**src/rtl/uart_loader.sv**
```systemverilog
// Boot-time program loader: deserializes UART bytes, assembles little-endian
// 32-bit words and streams them into memory after a word-count header.
module uart_loader #(
    parameter int          CLKS_PER_BIT = 100,
    parameter logic [31:0] BASE_ADDR    = 32'h0000_0000,
    parameter int          MAX_WORDS    = 16384
) (
    input  logic        clk,
    input  logic        rst,
    input  logic        rx,
    input  logic        skip,
    output logic [31:0] uart_data,
    output logic [31:0] uart_addr,
    output logic        uart_we,
    output logic        uart_done,
    output logic        frame_err
);
    localparam int CNT_W = $clog2(CLKS_PER_BIT);
    localparam logic [CNT_W-1:0] HALF_M1 = CNT_W'(CLKS_PER_BIT / 2 - 1);
    localparam logic [CNT_W-1:0] FULL_M1 = CNT_W'(CLKS_PER_BIT - 1);
    localparam logic [31:0]      MAX_W   = 32'(MAX_WORDS);

    typedef enum logic [2:0] {
        RX_IDLE, RX_START, RX_DATA, RX_STOP, RX_WAIT_HIGH
    } rx_state_t;

    typedef enum logic [1:0] {
        LD_WAIT_HDR, LD_LOAD, LD_DONE
    } ld_state_t;

    rx_state_t        rx_state_q;
    ld_state_t        ld_state_q;
    logic             rx_meta_q, rx_sync_q;
    logic [CNT_W-1:0] cnt_q;
    logic [2:0]       bit_q;
    logic [7:0]       shift_q;
    logic             byte_valid_q;
    logic [1:0]       bidx_q;
    logic [23:0]      asm_q;
    logic [31:0]      n_q, idx_q;
    logic [31:0]      word_s, n_s;
    logic             word_done_s;

    // Synchronizer and bit-level receive state machine.
    always_ff @(posedge clk or posedge rst) begin
        if (rst) begin
            rx_meta_q    <= 1'b1;
            rx_sync_q    <= 1'b1;
            rx_state_q   <= RX_IDLE;
            cnt_q        <= '0;
            bit_q        <= 3'd0;
            shift_q      <= 8'd0;
            byte_valid_q <= 1'b0;
            frame_err    <= 1'b0;
        end else begin
            rx_meta_q    <= rx;
            rx_sync_q    <= rx_meta_q;
            byte_valid_q <= 1'b0;
            case (rx_state_q)
                RX_IDLE: begin
                    cnt_q <= '0;
                    if (!rx_sync_q) rx_state_q <= RX_START;
                end
                RX_START: begin
                    if (cnt_q == HALF_M1) begin
                        cnt_q <= '0;
                        bit_q <= 3'd0;
                        // A high line at mid-start is a glitch, not a frame.
                        rx_state_q <= rx_sync_q ? RX_IDLE : RX_DATA;
                    end else begin
                        cnt_q <= cnt_q + CNT_W'(1);
                    end
                end
                RX_DATA: begin
                    if (cnt_q == FULL_M1) begin
                        cnt_q   <= '0;
                        shift_q <= {rx_sync_q, shift_q[7:1]};
                        if (bit_q == 3'd7) rx_state_q <= RX_STOP;
                        else               bit_q      <= bit_q + 3'd1;
                    end else begin
                        cnt_q <= cnt_q + CNT_W'(1);
                    end
                end
                RX_STOP: begin
                    if (cnt_q == FULL_M1) begin
                        cnt_q <= '0;
                        if (rx_sync_q) begin
                            byte_valid_q <= 1'b1;
                            rx_state_q   <= RX_IDLE;
                        end else begin
                            frame_err  <= 1'b1;
                            rx_state_q <= RX_WAIT_HIGH;
                        end
                    end else begin
                        cnt_q <= cnt_q + CNT_W'(1);
                    end
                end
                RX_WAIT_HIGH: begin
                    if (rx_sync_q) rx_state_q <= RX_IDLE;
                end
                default: rx_state_q <= RX_IDLE;
            endcase
        end
    end

    // Byte-lane placement of the first three bytes of each word.
    always_ff @(posedge clk or posedge rst) begin
        if (rst) begin
            bidx_q <= 2'd0;
            asm_q  <= 24'd0;
        end else if (byte_valid_q) begin
            bidx_q <= bidx_q + 2'd1;
            case (bidx_q)
                2'd0:    asm_q[7:0]   <= shift_q;
                2'd1:    asm_q[15:8]  <= shift_q;
                2'd2:    asm_q[23:16] <= shift_q;
                default: asm_q        <= asm_q;
            endcase
        end
    end

    // Completed word and clamped header count.
    always_comb begin
        word_s      = {shift_q, asm_q};
        word_done_s = byte_valid_q && (bidx_q == 2'd3);
        if (word_s > MAX_W) n_s = MAX_W;
        else                n_s = word_s;
    end

    // Load sequencer with registered memory-write outputs.
    always_ff @(posedge clk or posedge rst) begin
        if (rst) begin
            ld_state_q <= LD_WAIT_HDR;
            n_q        <= 32'd0;
            idx_q      <= 32'd0;
            uart_data  <= 32'd0;
            uart_addr  <= BASE_ADDR;
            uart_we    <= 1'b0;
            uart_done  <= 1'b0;
        end else begin
            uart_we <= 1'b0;
            case (ld_state_q)
                LD_WAIT_HDR: begin
                    if (word_done_s) begin
                        n_q   <= n_s;
                        idx_q <= 32'd0;
                        if (n_s == 32'd0) begin
                            ld_state_q <= LD_DONE;
                            uart_done  <= 1'b1;
                        end else begin
                            ld_state_q <= LD_LOAD;
                        end
                    end else if (skip && (bidx_q == 2'd0) && !byte_valid_q) begin
                        // An arriving byte takes priority over skip.
                        ld_state_q <= LD_DONE;
                        uart_done  <= 1'b1;
                    end else begin
                        ld_state_q <= LD_WAIT_HDR;
                    end
                end
                LD_LOAD: begin
                    if (word_done_s) begin
                        uart_data <= word_s;
                        uart_addr <= BASE_ADDR + {idx_q[29:0], 2'b00};
                        uart_we   <= 1'b1;
                        idx_q     <= idx_q + 32'd1;
                        if (idx_q == n_q - 32'd1) ld_state_q <= LD_DONE;
                    end
                end
                LD_DONE: uart_done <= 1'b1;
                default: ld_state_q <= LD_WAIT_HDR;
            endcase
        end
    end
endmodule
```
**config.mk**
```make
export PLATFORM = sky130hd
export DESIGN_NAME = uart_loader
export DESIGN_NICKNAME = d
export VERILOG_FILES = /design/src/rtl/uart_loader.sv
export SDC_FILE = /design/constraint.sdc
export NUM_CORES = 1
export LEC_CHECK = 0
export CORE_MARGIN = 4
export CORE_UTILIZATION = 60
export CTS_BUF_LIST = sky130_fd_sc_hd__clkbuf_4
export DETAILED_ROUTE_END_ITERATION = 6
export PLACE_DENSITY = 0.93
export SYNTH_ARGS = -nofsm -noshare
export SYNTH_HDL_FRONTEND = slang
export SYNTH_SLANG_ARGS = --single-unit
```
**constraint.sdc**
```tcl
create_clock -name clk -period 7.91 [get_ports clk]
set_input_delay 1.582 -clock clk [delete_from_list [all_inputs] [get_ports clk]]
set_output_delay 1.582 -clock clk [all_outputs]
set_load 0.02 [all_outputs]
```
After elaboration in Yosys (flattened, before gate mapping)
Index checks and enable logic that the tools add are counted.

storage, ports and cells
  bits in registers = 181
  bits in latches = 0
  memory bits (writable) = 0
  ROM bits = 0
  input bits = 4
  output and inout bits = 67
  word-level logic and storage cells = 112
  memories = 0

operators by class
  $add $sub $neg = 5
  multiply operators = 0
  divide/modulo/power cells = 0
  $lt $le $gt $ge = 1
  eq/ne operators = 25
  shift-type cells = 0
  mux-type cells = 35
  bitwise operators = 2
  reductions and logical operators = 25

operators with widths
  operator                 count
  $mux W32                 3
  $pmux W32 S2             1
  $add A32 B1 Y32 const B  1
  $eq A32 B32 Y1           1
  $gt A32 B15 Y1 const B   1
  $logic_not A32 Y1        1
  $sub A32 B1 Y32 const B  1
  $mux W3                  10
  $pmux W7 S3              1
  $ne A2 B2 Y1 const B     10
  $pmux W3 S5              1
  $mux W7                  2
  $mux W2                  6
  $reduce_and A2 Y1        6
  $reduce_and A3 Y1        4
  $mux W1                  8
  $add A7 B1 Y7 const B    1
  $eq A7 B6 Y1 const B     1
  $eq A7 B7 Y1 const B     1
  $eq A2 B2 Y1 const B     3
  $eq A3 B2 Y1 const B     2
  $eq A3 B3 Y1 const B     2
  $ne A3 B3 Y1 const B     2
  $pmux W2 S3              1
  16 further kinds         23

Depth between registers and ports, before layout
  depth in word-level cells = 6
  gate-level depth with buffers = 12
  gate-level depth less buffers = 10

Worst setup path after synthesis
Ideal clock, no wire load.

  path kind = reg-to-reg
  start = reg n_q[0]
  end = reg ld_state_q[0]
  setup time = 136 ps
  arrival = 3063 ps
  required time = 7774 ps
  path slack = 4711 ps
  stages on the path, launching flop included = 11
  buffers on the path = 1
  period minus slack after synthesis = 3199 ps
  cells stage by stage = dfrtp_1 inv_1 ha_1 or4b_1 buf_2 or4b_4 o311ai_0 a31oi_1 or4b_1 nor4b_2 o32ai_1

between the ends
  longest elaborated chain between the ends = 4

RTL lines
  element                             RTL line  RTL
  start: declaration                  40        logic [31:0] n_q, idx_q;
  start signal: assignment            145       n_q <= n_s;
  $sub A32 B1 Y32                     167       if (idx_q == n_q - 32'd1) ld_state_q <= LD_DONE;
  $eq A32 B32 Y1                      167
  $ne A2 B2 Y1 (no source line)       -
  $reduce_and A3 Y1 (no source line)  -
  end signal: assignment              158       ld_state_q <= LD_WAIT_HDR;
  end signal: assignment              167
  end signal: assignment              171       default: ld_state_q <= LD_WAIT_HDR;
  end: declaration                    32        ld_state_t ld_state_q;

Every way passes these cells.
A chain may end at the register's enable or synchronous reset.

Worst setup path in the final report
  start = reg n_q[0]
  end = reg ld_state_q[1]

The elaborated chain is that of the path after synthesis.

==> impl_results.md <==
* Outcome: finished clean
* Fillers at 967
* Starting DRT DRC Count at 431
* Worst hold path class: register to register
* Final min period at 3.764 ns
* Final Max Slew Viols at 0
* Worst slew pin tran at 0.9330 ns
* Grt ovf at 0
* Final hold vios at 0
* Clock transition at the registers of the reported paths at 0.16 ns
* DP Wirelength at 12290 um
* CTS tree: yes
* Residual DRC at 0
* Commonest non-fill, non-tap cell in the layout: dfrtp_1
* Post-synthesis register bit count at 181
* Total GRT Usage at 23.26%
* Synth-to-Final Area Change at 13.38%
* Worst setup path class: register to register
* Most used DFF post-synth: dfrtp_1
* DR pass1 iterations at 6
* Via Count at 5865
* Reg2reg start: n_q[0]$_DFFE_PP0P_
* Critical path required time at 8.44 ns
* Tcrit/Tclk final at 47.59%
* Routed Antenna Nets at 0
* Setup repair after global routing missed its margin: false
* Sequential-to-total area share from yosys stat at 53.75%
* Routed len/inst at 17.86 um
* First-pass GRT wire length at 29970 um
* CP Capture Type: register
* Layout cells sized above 1 at 17.87%
* # rows at 43
* CTS sink cnt at 181
* Clock Latency Late Sink at 0.58 ns
* Die Span Y at 126.5 um
* Worst EP arrival at 4.29 ns
* Crit-path max FO at 13
* Core Footprint at 13830 um2
* Setup Viol. Count Final at 0
* Via/cell ratio at 5.948
* Final wirelength at 17610 um
* Power density cells at 157.9 nW/um2
* Root buffer cell: clkbuf_4
* # hold bufs at CTS at 0
* Leak at 4.480 nW
* CTS resizes at 0
* Reg2reg setup slack at 4.15 ns
* Highest clock rate at 265.7 MHz
* Final Skew at 0.02055 ns
* EDFF count, synth at 0
* Placer congestion estimate at 0.9084
* Initial antenna violation count at 0
* Yosys warnings at 0
* Max-Cap Viols at 0
* Port Buf Inserts at 68
* Max VDD drop at 0.0001791 V
* Diode count at 0
* Post-Route Setup TNS at 0 ns
* Slew margin rel. at 37.80%
* Die width at 126.5 um
* Worst Setup EP: ld_state_q[1]$_DFFE_PP0P_
* Worst Setup Start Kind: register
* H-tree lvl count at 4
* Reg-to-reg endpoint: ld_state_q[1]$_DFFE_PP0P_
* Reg2Reg Depth at 9
* Total Nets Final at 807
* Largest net degree at the start of global routing at 109
* Commonest cells after routing, fill and taps aside: dfrtp_1, mux2_2, clkdlybuf4s50_1
* Clk buf depth at 2
* Synth Instances at 736
* Post-CTS setup buffer count at 0
* Post-Syn Area at 8432 um2
* Initial core utilization at 60.98%
* Syn avg cell area at 11.46 um2
* CP startpoint: n_q[0]$_DFFE_PP0P_
* Total power at 1.510 mW
* Cell variety after synth at 62
* Cts bufs inserted at 17
* Async SR Flop Fraction at 100.0%
* Vias in the first global route at 5896
* Die area at 16010 um2
* Ports at 71
==> where the power goes <==
part / leakage, nW / internal [mW] / total (mW) / switching [mW]
Combinational: 1.82 / 0.00195 / 0.0205 / 0.0185
Clock: 0.165 / 0.228 / 0.562 / 0.334
Sequential: 2.50 / 0.926 / 0.927 / 0.000453
==> cell families (layout without fill, tap and decap cells) <==
family / Yosys count / after routing / synth area share (%)
AO/OA/AOI/OAI: 88 / 88 / 6.930
XOR/XNOR: 64 / 64 / 6.648
adder cells (fa/ha/maj): 10 / 10 / 1.484
buffers and inverters: 52 / 121 / 2.537
flip-flops: 181 / 181 / 53.75
multiplexers: 98 / 98 / 13.01
other: 1 / 2 / 0.04447
AND/OR/NAND/NOR: 242 / 242 / 15.60
==> cells in the mapped netlist (2+ instances only) <==
cell type / count / area share, %
dfrtp_1: 179 / 53
mux2_2: 93 / 12
nor2_1: 58 / 2.6
nand2_1: 44 / 2.0
xnor2_1: 36 / 3.7
clkbuf_1: 30 / 1.3
xor2_1: 28 / 2.9
nand3_1: 27 / 1.6
o21ai_0: 26 / 1.5
and2_1: 18 / 1.3
nand4_1: 17 / 1.3
inv_1: 16 / 0.71
a21oi_1: 15 / 0.89
a22o_1: 13 / 1.4
nor3_1: 13 / 0.77
nor4_1: 12 / 0.89
ha_1: 10 / 1.5
or3_1: 9 / 0.67
or4_1: 6 / 0.53
a31oi_1: 5 / 0.37
mux2i_1: 5 / 0.59
nor2b_1: 5 / 0.37
o31ai_1: 5 / 0.45
and3_1: 4 / 0.30
nand2b_1: 4 / 0.30
a211oi_1: 3 / 0.27
buf_2: 3 / 0.18
nor3_2: 3 / 0.36
nor4b_1: 3 / 0.31
o21a_1: 3 / 0.27
a2111oi_0: 2 / 0.21
and3b_1: 2 / 0.21
and4_1: 2 / 0.21
buf_4: 2 / 0.18
dfstp_2: 2 / 0.62
nand4b_1: 2 / 0.21
nor3b_1: 2 / 0.18
o211ai_1: 2 / 0.18
o311ai_0: 2 / 0.21
o31a_1: 2 / 0.21
or4b_1: 2 / 0.24
==> cell type report <==
| type | count | area (um2) | share of cell area (%) |
|---|---|---|---|
| clock buffer | 17 | 127.6 | 1.335 |
| clock inverter | 15 | 197.7 | 2.068 |
| inverter | 16 | 65.06 | 0.6805 |
| multi-input combinational | 504 | 3695 | 38.65 |
| sequential | 181 | 4532 | 47.40 |
| tap | 180 | 225.2 | 2.356 |
| timing repair buffer | 73 | 718.2 | 7.512 |
==> how the worst min path moves through the flow <==
stage | from | end | slack (ns) | cells after the start
after floorplan | rx_meta_q$_DFF_PP1_ | rx_sync_q$_DFF_PP1_ | 0.35 | 0
final | rx_meta_q$_DFF_PP1_ | rx_sync_q$_DFF_PP1_ | 0.37 | 0
after detailed placement | rx_meta_q$_DFF_PP1_ | rx_sync_q$_DFF_PP1_ | 0.35 | 0
after global placement | rx_meta_q$_DFF_PP1_ | rx_sync_q$_DFF_PP1_ | 0.35 | 0
after global routing | rx_meta_q$_DFF_PP1_ | rx_sync_q$_DFF_PP1_ | 0.38 | 0
after CTS | rx_meta_q$_DFF_PP1_ | rx_sync_q$_DFF_PP1_ | 0.37 | 0
==> metrics by stage <==
| step | util, % | area, um2 | hold WS, ns | cells | setup WS, ns |
|---|---|---|---|---|---|
| 6_report | 69.14 | 9560 | 0.3694 | 986 | 4.146 |
| 5_1_grt | 69.14 | 9560 | 0.3772 | 986 | 3.894 |
| 2_1_floorplan | - | 8436 | 0.3452 | 737 | 1.416 |
| 4_1_cts | 69.14 | 9560 | 0.3721 | 986 | 4.122 |
| 3_3_place_gp | 66.79 | 9235 | 0.3457 | 954 | 4.169 |
| 3_5_place_dp | 66.79 | 9235 | 0.3513 | 954 | 4.138 |
==> metal layers <==
layer | vias to the layer above | part of all wire [%] | global-route usage [%]
li1 | 2736 | - | -
met1 | 2933 | 45 | 31.26
met2 | 164 | 49 | 37.58
met3 | 32 | 4.6 | 5.516
met4 | 0 | 2.0 | 7.886
met5 | - | 0 | 0
==> critical path, cell delays in order, from the launching register on <==
cell	delay [ns]
dfrtp_1	0.46
inv_1	0.11
ha_1	0.27
or4b_1	0.59
or4b_4	0.63
o311ai_0	0.39
a31oi_1	0.12
or4b_1	0.49
nor4b_2	0.42
a31o_1	0.21
==> registers in the layout (all words and copies together) (netlist names) <==
register,cells
asm_q,24
bidx_q,2
bit_q,3
byte_valid_q,1
cnt_q,7
frame_err,1
idx_q,32
ld_state_q,2
n_q,32
rx_meta_q,1
rx_state_q,3
rx_sync_q,1
shift_q,8
uart_addr,30
uart_data,32
uart_done,1
uart_we,1
(Power assumes the default switching activity.)
